--- config.mk ---
export PLATFORM = sky130hd
export DESIGN_NAME = nes_oam_dma_arbiter_flat
export DESIGN_NICKNAME = d
export VERILOG_FILES = /design/src/rtl/nes_bus_pkg.sv /design/src/rtl/nes_oam_dma_arbiter_if.sv /design/src/rtl/nes_oam_dma_arbiter.sv /design/src/flat_wrapper.sv
export SDC_FILE = /design/constraint.sdc
export NUM_CORES = 1
export LEC_CHECK = 0
export CAP_MARGIN = 20
export CORE_UTILIZATION = 30
export DETAILED_ROUTE_END_ITERATION = 7
export PLACE_DENSITY = 0.63
export REMOVE_ABC_BUFFERS = 1
export SYNTH_ARGS = -nofsm -noshare
export SYNTH_HDL_FRONTEND = slang
export SYNTH_SLANG_ARGS = --single-unit
export TNS_END_PERCENT = 5
--- constraint.sdc ---
create_clock -name Clk -period 3.26 [get_ports Clk]
set_input_delay 0.652 -clock Clk [delete_from_list [all_inputs] [get_ports Clk]]
set_output_delay 0.652 -clock Clk [all_outputs]
set_load 0.02 [all_outputs]
--- src/rtl/nes_bus_pkg.sv ---
// rtl/nes_bus_pkg.sv - shared CPU-bus types and register addresses for the NES core
package nes_bus_pkg;

  typedef enum logic [2:0] {
    IDLE,
    HALT,
    ALIGN,
    READ,
    WRITE
  } dma_state_t;

  localparam logic [15:0] OAM_DMA_REG   = 16'h4014;
  localparam logic [15:0] OAM_DATA_PORT = 16'h2004;
  localparam int unsigned OAM_XFER_LEN  = 256;

endpackage

--- src/rtl/nes_oam_dma_arbiter_if.sv ---
// rtl/nes_oam_dma_arbiter_if.sv - CPU-side and memory-map-side bus signals around the OAM DMA arbiter
interface nes_oam_dma_arbiter_if;
  logic        cpu_ce;
  logic [15:0] cpu_addr;
  logic [7:0]  cpu_dout;
  logic        cpu_we;
  logic        cpu_rdy;
  logic [15:0] bus_addr;
  logic [7:0]  bus_dout;
  logic        bus_we;
  logic [7:0]  bus_din;
  logic        dma_active;

  // CPU core / memory-map side
  modport master (
    output cpu_ce, cpu_addr, cpu_dout, cpu_we, bus_din,
    input  cpu_rdy, bus_addr, bus_dout, bus_we, dma_active
  );

  // arbiter side
  modport slave (
    input  cpu_ce, cpu_addr, cpu_dout, cpu_we, bus_din,
    output cpu_rdy, bus_addr, bus_dout, bus_we, dma_active
  );
endinterface

--- src/rtl/nes_oam_dma_arbiter.sv ---
// rtl/nes_oam_dma_arbiter.sv - sprite DMA ($4014) controller that halts the 6502 and owns the CPU bus
module nes_oam_dma_arbiter
  import nes_bus_pkg::*;
#(
  parameter logic [15:0] DMA_REG_ADDR  = OAM_DMA_REG,
  parameter logic [15:0] OAM_DATA_ADDR = OAM_DATA_PORT,
  parameter int unsigned XFER_LEN      = OAM_XFER_LEN
) (
  input logic                 Clk,
  input logic                 reset,
  nes_oam_dma_arbiter_if.slave bus
);

  localparam logic [7:0] LAST_COUNT = 8'(XFER_LEN - 1);

  dma_state_t state_q, state_d;
  logic       parity_q;
  logic [7:0] page_q, page_d;
  logic [7:0] count_q, count_d;
  logic [7:0] data_q, data_d;
  logic       rdy_q, rdy_d;
  logic       active_q, active_d;

  always_comb begin
    state_d  = state_q;
    page_d   = page_q;
    count_d  = count_q;
    data_d   = data_q;
    rdy_d    = rdy_q;
    active_d = active_q;
    if (bus.cpu_ce) begin
      case (state_q)
        IDLE: begin
          if (bus.cpu_we && (bus.cpu_addr == DMA_REG_ADDR)) begin
            page_d   = bus.cpu_dout;
            count_d  = 8'h00;
            state_d  = HALT;
            rdy_d    = 1'b0;
            active_d = 1'b1;
          end
        end
        // first READ must land on a get (even) cycle
        HALT:    state_d = parity_q ? READ : ALIGN;
        ALIGN:   state_d = READ;
        READ: begin
          data_d  = bus.bus_din;
          state_d = WRITE;
        end
        WRITE: begin
          if (count_q == LAST_COUNT) begin
            state_d  = IDLE;
            rdy_d    = 1'b1;
            active_d = 1'b0;
          end else begin
            count_d = count_q + 8'd1;
            state_d = READ;
          end
        end
        default: state_d = IDLE;
      endcase
    end
  end

  always_ff @(posedge Clk or posedge reset) begin
    if (reset) begin
      state_q  <= IDLE;
      parity_q <= 1'b0;
      page_q   <= 8'h00;
      count_q  <= 8'h00;
      data_q   <= 8'h00;
      rdy_q    <= 1'b1;
      active_q <= 1'b0;
    end else if (bus.cpu_ce) begin
      state_q  <= state_d;
      parity_q <= ~parity_q;
      page_q   <= page_d;
      count_q  <= count_d;
      data_q   <= data_d;
      rdy_q    <= rdy_d;
      active_q <= active_d;
    end
  end

  // HALT/ALIGN present a harmless read of the source page while the CPU is parked
  always_comb begin
    bus.bus_addr = bus.cpu_addr;
    bus.bus_dout = bus.cpu_dout;
    bus.bus_we   = bus.cpu_we;
    if (active_q) begin
      bus.bus_dout = data_q;
      if (state_q == WRITE) begin
        bus.bus_addr = OAM_DATA_ADDR;
        bus.bus_we   = 1'b1;
      end else begin
        bus.bus_addr = {page_q, count_q};
        bus.bus_we   = 1'b0;
      end
    end
  end

  assign bus.cpu_rdy    = rdy_q;
  assign bus.dma_active = active_q;

endmodule

--- src/flat_wrapper.sv ---
// flat-port wrapper written by rule: the top's interface ports become plain ports
module nes_oam_dma_arbiter_flat import nes_bus_pkg::*;
#(
  parameter logic [15:0] DMA_REG_ADDR  = OAM_DMA_REG,
  parameter logic [15:0] OAM_DATA_ADDR = OAM_DATA_PORT,
  parameter int unsigned XFER_LEN      = OAM_XFER_LEN
)
  (Clk, reset, bus_cpu_ce, bus_cpu_addr, bus_cpu_dout, bus_cpu_we, bus_bus_din, bus_cpu_rdy, bus_bus_addr, bus_bus_dout, bus_bus_we, bus_dma_active);
  nes_oam_dma_arbiter_if bus_i ();
  input logic Clk;
  input logic reset;
  input wire logic [$bits(bus_i.cpu_ce)-1:0] bus_cpu_ce;
  input wire logic [$bits(bus_i.cpu_addr)-1:0] bus_cpu_addr;
  input wire logic [$bits(bus_i.cpu_dout)-1:0] bus_cpu_dout;
  input wire logic [$bits(bus_i.cpu_we)-1:0] bus_cpu_we;
  input wire logic [$bits(bus_i.bus_din)-1:0] bus_bus_din;
  output wire logic [$bits(bus_i.cpu_rdy)-1:0] bus_cpu_rdy;
  output wire logic [$bits(bus_i.bus_addr)-1:0] bus_bus_addr;
  output wire logic [$bits(bus_i.bus_dout)-1:0] bus_bus_dout;
  output wire logic [$bits(bus_i.bus_we)-1:0] bus_bus_we;
  output wire logic [$bits(bus_i.dma_active)-1:0] bus_dma_active;
  assign bus_i.cpu_ce = bus_cpu_ce;
  assign bus_i.cpu_addr = bus_cpu_addr;
  assign bus_i.cpu_dout = bus_cpu_dout;
  assign bus_i.cpu_we = bus_cpu_we;
  assign bus_i.bus_din = bus_bus_din;
  assign bus_cpu_rdy = bus_i.cpu_rdy;
  assign bus_bus_addr = bus_i.bus_addr;
  assign bus_bus_dout = bus_i.bus_dout;
  assign bus_bus_we = bus_i.bus_we;
  assign bus_dma_active = bus_i.dma_active;
  nes_oam_dma_arbiter #(.DMA_REG_ADDR(DMA_REG_ADDR), .OAM_DATA_ADDR(OAM_DATA_ADDR), .XFER_LEN(XFER_LEN)) u_core (.Clk(Clk), .reset(reset), .bus(bus_i));
endmodule
======== Word level (Yosys, flattened, before mapping) ========
Index checks and enable logic that the tools add are counted.
operators by class
  divide/modulo/power cells ............... 0
  $mul .................................... 0
  shifts and indexed selects .............. 0
  equal/unequal tests ..................... 9
  add/subtract/negate cells ............... 1
  reductions and logical operators ........ 8
  $lt $le $gt $ge ......................... 0
  multiplexer cells ....................... 18
  bitwise gates (word level) .............. 1
operator list
  operator                                         count
  2-to-1 mux 16 bit                                2
  2-to-1 mux 8 bit                                 3
  == test 16 x 15 -> 1 bit, second input constant  1
  case mux 8 bit (2 select lines)                  1
  case mux 3 bit (5 select lines)                  1
  adder 8 x 1 -> 8 bit, second input constant      1
  == test 8 bit, second input constant             1
  AND reduction 4 bit                              2
  2-to-1 mux 1 bit                                 7
  == test 3 x 2 -> 1 bit, second input constant    2
  != test 2 x 1 -> 1 bit, second input constant    2
  case mux 1 bit (2 select lines)                  2
  AND reduction 2 bit                              2
  == test 3 x 1 -> 1 bit, second input constant    1
  == test 3 bit, second input constant             1
  logical NOT 3 bit                                1
  2-to-1 mux 3 bit                                 1
  AND reduction 3 bit                              1
  2-to-1 mux 2 bit                                 1
  != test 2 bit, second input constant             1
  nonzero test 2 bit                               1
  logical AND 1 bit                                1
  NOT 1 bit                                        1
word-level totals
  input bits .............................. 36
  output and inout bits ................... 27
  bits in read-only memories .............. 0
  register bits after elaboration ......... 30
  memories kept ........................... 0
  latch bits .............................. 0
  bits in writable memories ............... 0
  word-level logic and storage cells ...... 44

======== Longest topological paths before layout ========
  depth after elaboration ................. 4
  gate-level depth with buffers ........... 6
  mapped depth without buffers ............ 5

======== Worst setup path after synthesis ========
Ideal clock, no wire load.
  path type ............................... flip-flop to output port
  start point ............................. reg u_core.active_q (netlist: u_core.bus.dma_active)
  end point ............................... out bus_bus_addr[13]
  path buffers ............................ 2
  required time ........................... 2.608 ns
  arrival ................................. 1.418 ns
  stages on the path, launching flop included .. 5
  setup slack ............................. 1.190 ns
  cells stage by stage .................... dfrtp_1 > clkbuf_1 > clkbuf_1 > nor2_1 > a21oi_1
between the ends
  word-level cells in the longest chain between the ends .. 1
RTL lines
  what                    line                       RTL
  start, declared         nes_oam_dma_arbiter.sv:22  logic active_q, active_d;
  start signal, assigned  nes_oam_dma_arbiter.sv:80  active_q <= active_d;
  2-to-1 mux 16 bit       nes_oam_dma_arbiter.sv:89  if (active_q) begin
  end, declared           flat_wrapper.sv:18         output wire logic [$bits(bus_i.bus_addr)-1:0] bus_bus_addr;
No other way between the ends.

======== Worst setup path after layout ========
  start point ............................. reg u_core.state_q[1]
  end point ............................... out bus_bus_addr[15]
between the ends
  word-level cells in the longest chain between the ends .. 3
RTL lines
  what                    line                       RTL
  start, declared         nes_oam_dma_arbiter.sv:16  dma_state_t state_q, state_d;
  start signal, assigned  nes_oam_dma_arbiter.sv:74  state_q <= state_d;
  == test 3 bit           nes_oam_dma_arbiter.sv:91  if (state_q == WRITE) begin
  2-to-1 mux 16 bit       nes_oam_dma_arbiter.sv:91
  2-to-1 mux 16 bit       nes_oam_dma_arbiter.sv:89
No other way between the ends.

==> reports/qor.yml <==
status: "complete, no violations"
yosys-top-cells-count: "dfrtp_1, mux2_2, o21ai_0, nand3_1, inv_1"
hpwl_mm: 3.25
die-width_um: 79.8
viasPerCell: 5.07
vias: 1634
synthArstFlopShare_pct: 100
overflow: 0
worstPathRequired_ns: 2.61
crit_type: "register to primary output"
crit_path_start_kind: "register"
cts_setup_buffers: 0
power.density_cell_area_mw_per_mm2: 533
crit_buf_inv: 1
yosysWarnings: 0
htreeDepth: 2
setup_viol: 0
synth_area_mm2: 0.00181
post-place-ws_ns: 0.438
num_antenna_cells: 0
ys_ff_latch: 30
synth_top_area_share_pct: 40.0
rows: 27
synth_edf_count: 0
switching_share_pct: 33.2
ys_seq_area_share_pct: 41.4
p_leak_nw: 1.08
clock.fmax_mhz: 338
crit_fanout: 14
period_minus_slack_ns: 2.96
drtPass1Iterations: 5
ir_drop_uv: 280
portBuffers: 62
ant_nets: 0
pwr-share-comb_pct: 30.0
stdcell_count: 322
numCtsBuffers: 5
dieArea_mm2: 0.00636
clock_sink_count: 30
drc: 0
place.gp.congestion: 0.746
rrSetupSlack_ns: 1.38
stdcell_area_mm2: 0.00259
synthTopCellsByArea: "dfrtp_1, mux2_2, o21ai_0"
cap_violations: 0
p_int_mw: 0.922
grt_pass1_wl_mm: 7.53
cts_buffer_depth: 2
rsz0062_at_grt: "false"
dieHeight_um: 79.8
antenna_found_initial: 0
synth_ff_type: "dfrtp_1"
nNetsFinal: 286
cp_cell_sequence: "nor2_1, nand2_1, nand3_1, o21ai_0, clkdlybuf4s50_1"
grt_max_degree: 44
cts_tree: "yes"
finClkSkew_ns: 0.00533
grt_pass1_vias: 1531
clk_pin_slew_ns: 0.06
worst_pin_slew_ns: 0.547
start_util_pct: 32.0
synthMostInstantiatedCell: "dfrtp_1"
dp.cells: 314
hold_violations: 0
switchingPower_mw: 0.459
crit_family: "simple AND/OR/NAND/NOR gates"
placed_cell_area_mm2: 0.00248
drive_gt1_share_pct: 16.8
core-area_mm2: 0.00568
slowest_delay_ns: 0.57
detail_route.wl_per_cell_um: 14.1
synthCells: 189
postLayoutSetupSlackWorst_ns: 0.303
cp-end-kind: "primary output"
synth.avg_cell_area_um2: 9.60
finalCritPeriodShare_pct: 90.7
clock_insertion_delay_worst_skew_ns: 0.28
cp.arrival_ns: 2.30
drt_iter0_drc: 104
cts_resized: 0
p_total_mw: 1.38
seqPwrFrac_pct: 44.6
p_clk_share_pct: 25.4
crit_path_top_delay_cell: "clkdlybuf4s50_1"
relSlewSlack_pct: 63.5
grtUsageTotal_pct: 15.3
report.final.slew_viol_count: 0
ys_types: 40
hold_path.class: "register to register"
fin_setup_tns_ns: 0
cts_root_buf: "clkbuf_8"
syn_to_final_growth_pct: 42.7
synth_area_leader_cell: "dfrtp_1"
io_pins: 63
hold_buffers: 0
totalWireLength_mm: 4.55
-- layout by cell type (no fill, tap or decap), types with 4 or more instances in the layout --
master / count
nand3_1: 19
nand4_1: 4
mux2_2: 24
dfrtp_1: 29
nand2b_1: 4
nor2_1: 7
clkdlybuf4s50_1: 62
o21ai_0: 22
inv_1: 17
clkbuf_8: 8
nand2_1: 15
-- worst reg2reg max path, delay by kind of cell (launching register included) --
kind               cells  cell delay, ns
AOI/OAI and AO/OA      3            0.81
DFF                    1            0.47
and+or+nand+nor        1            0.53
-- power by group through the flow --
stage | Clock (mW) | Combinational [mW] | Sequential (mW)
2_1_floorplan | 0 | 0.283 | 0.589
3_3_place_gp | 0 | 0.410 | 0.619
3_5_place_dp | 0 | 0.419 | 0.620
4_1_cts | 0.357 | 0.420 | 0.614
5_1_grt | 0.375 | 0.465 | 0.637
6_report | 0.350 | 0.414 | 0.617
-- final cells by class --
class | count | area, µm²
sequential | 30 | 752
timing repair buffer | 65 | 643
inverter | 17 | 63.8
tap | 72 | 90.1
multi-input combinational | 130 | 930
fill | 566 | 3090
clock buffer | 8 | 110
-- path summary, 6_finish.rpt --
| kind | start | end | cells past startpoint |
|---|---|---|---|
| max | u_core.state_q[1] | bus_bus_addr[15] | 5 |
| min | u_core.parity_q | u_core.parity_q | 1 |
| max reg2reg | u_core.state_q[0] | u_core.count_q[5] | 4 |
| min reg2reg | u_core.parity_q | u_core.parity_q | 1 |
| max in group asynchronous | reset | u_core.bus.cpu_rdy | 3 |
| min in group asynchronous | reset | u_core.data_q[4] | 3 |
-- per-stage QoR --
| stage | hold WS, ns | utilization [%] |
|---|---|---|
| after CTS | 0.470 | 45.6 |
| after global placement | 0.462 | 43.7 |
| final | 0.471 | 45.6 |
| after detailed placement | 0.458 | 43.7 |
| after global routing | 0.483 | 45.6 |
| after floorplan | 0.443 | - |
-- logic make-up (layout without fill, tap and decap cells) --
| logic type | count (synthesis) | after routing | synth area share, % |
|---|---|---|---|
| flops | 30 | 30 | 41.4 |
| simple gates | 59 | 59 | 18.1 |
| compound gates | 44 | 44 | 16.5 |
| fa+ha+maj | 1 | 1 | 0.690 |
| buf+inv | 29 | 90 | 7.31 |
| mux | 25 | 25 | 15.5 |
| xor+xnor | 1 | 1 | 0.483 |
-- per-layer routing --
layer	routed length [µm]	vias up	track usage, %
li1	-	797	-
met1	2110	767	20.9
met2	2020	65	23.9
met3	388	5	4.34
met4	31	0	3.75
met5	0	-	0
-- flip-flops by register name, indices dropped and copies added (netlist names) --
signal and flops:
u_core.page_q 8, u_core.count_q 8, u_core.state_q 3, u_core.bus.dma_active 1, u_core.bus.cpu_rdy 1, u_core.data_q 8, u_core.parity_q 1
No activity file was read; power rests on OpenSTA's default activity.
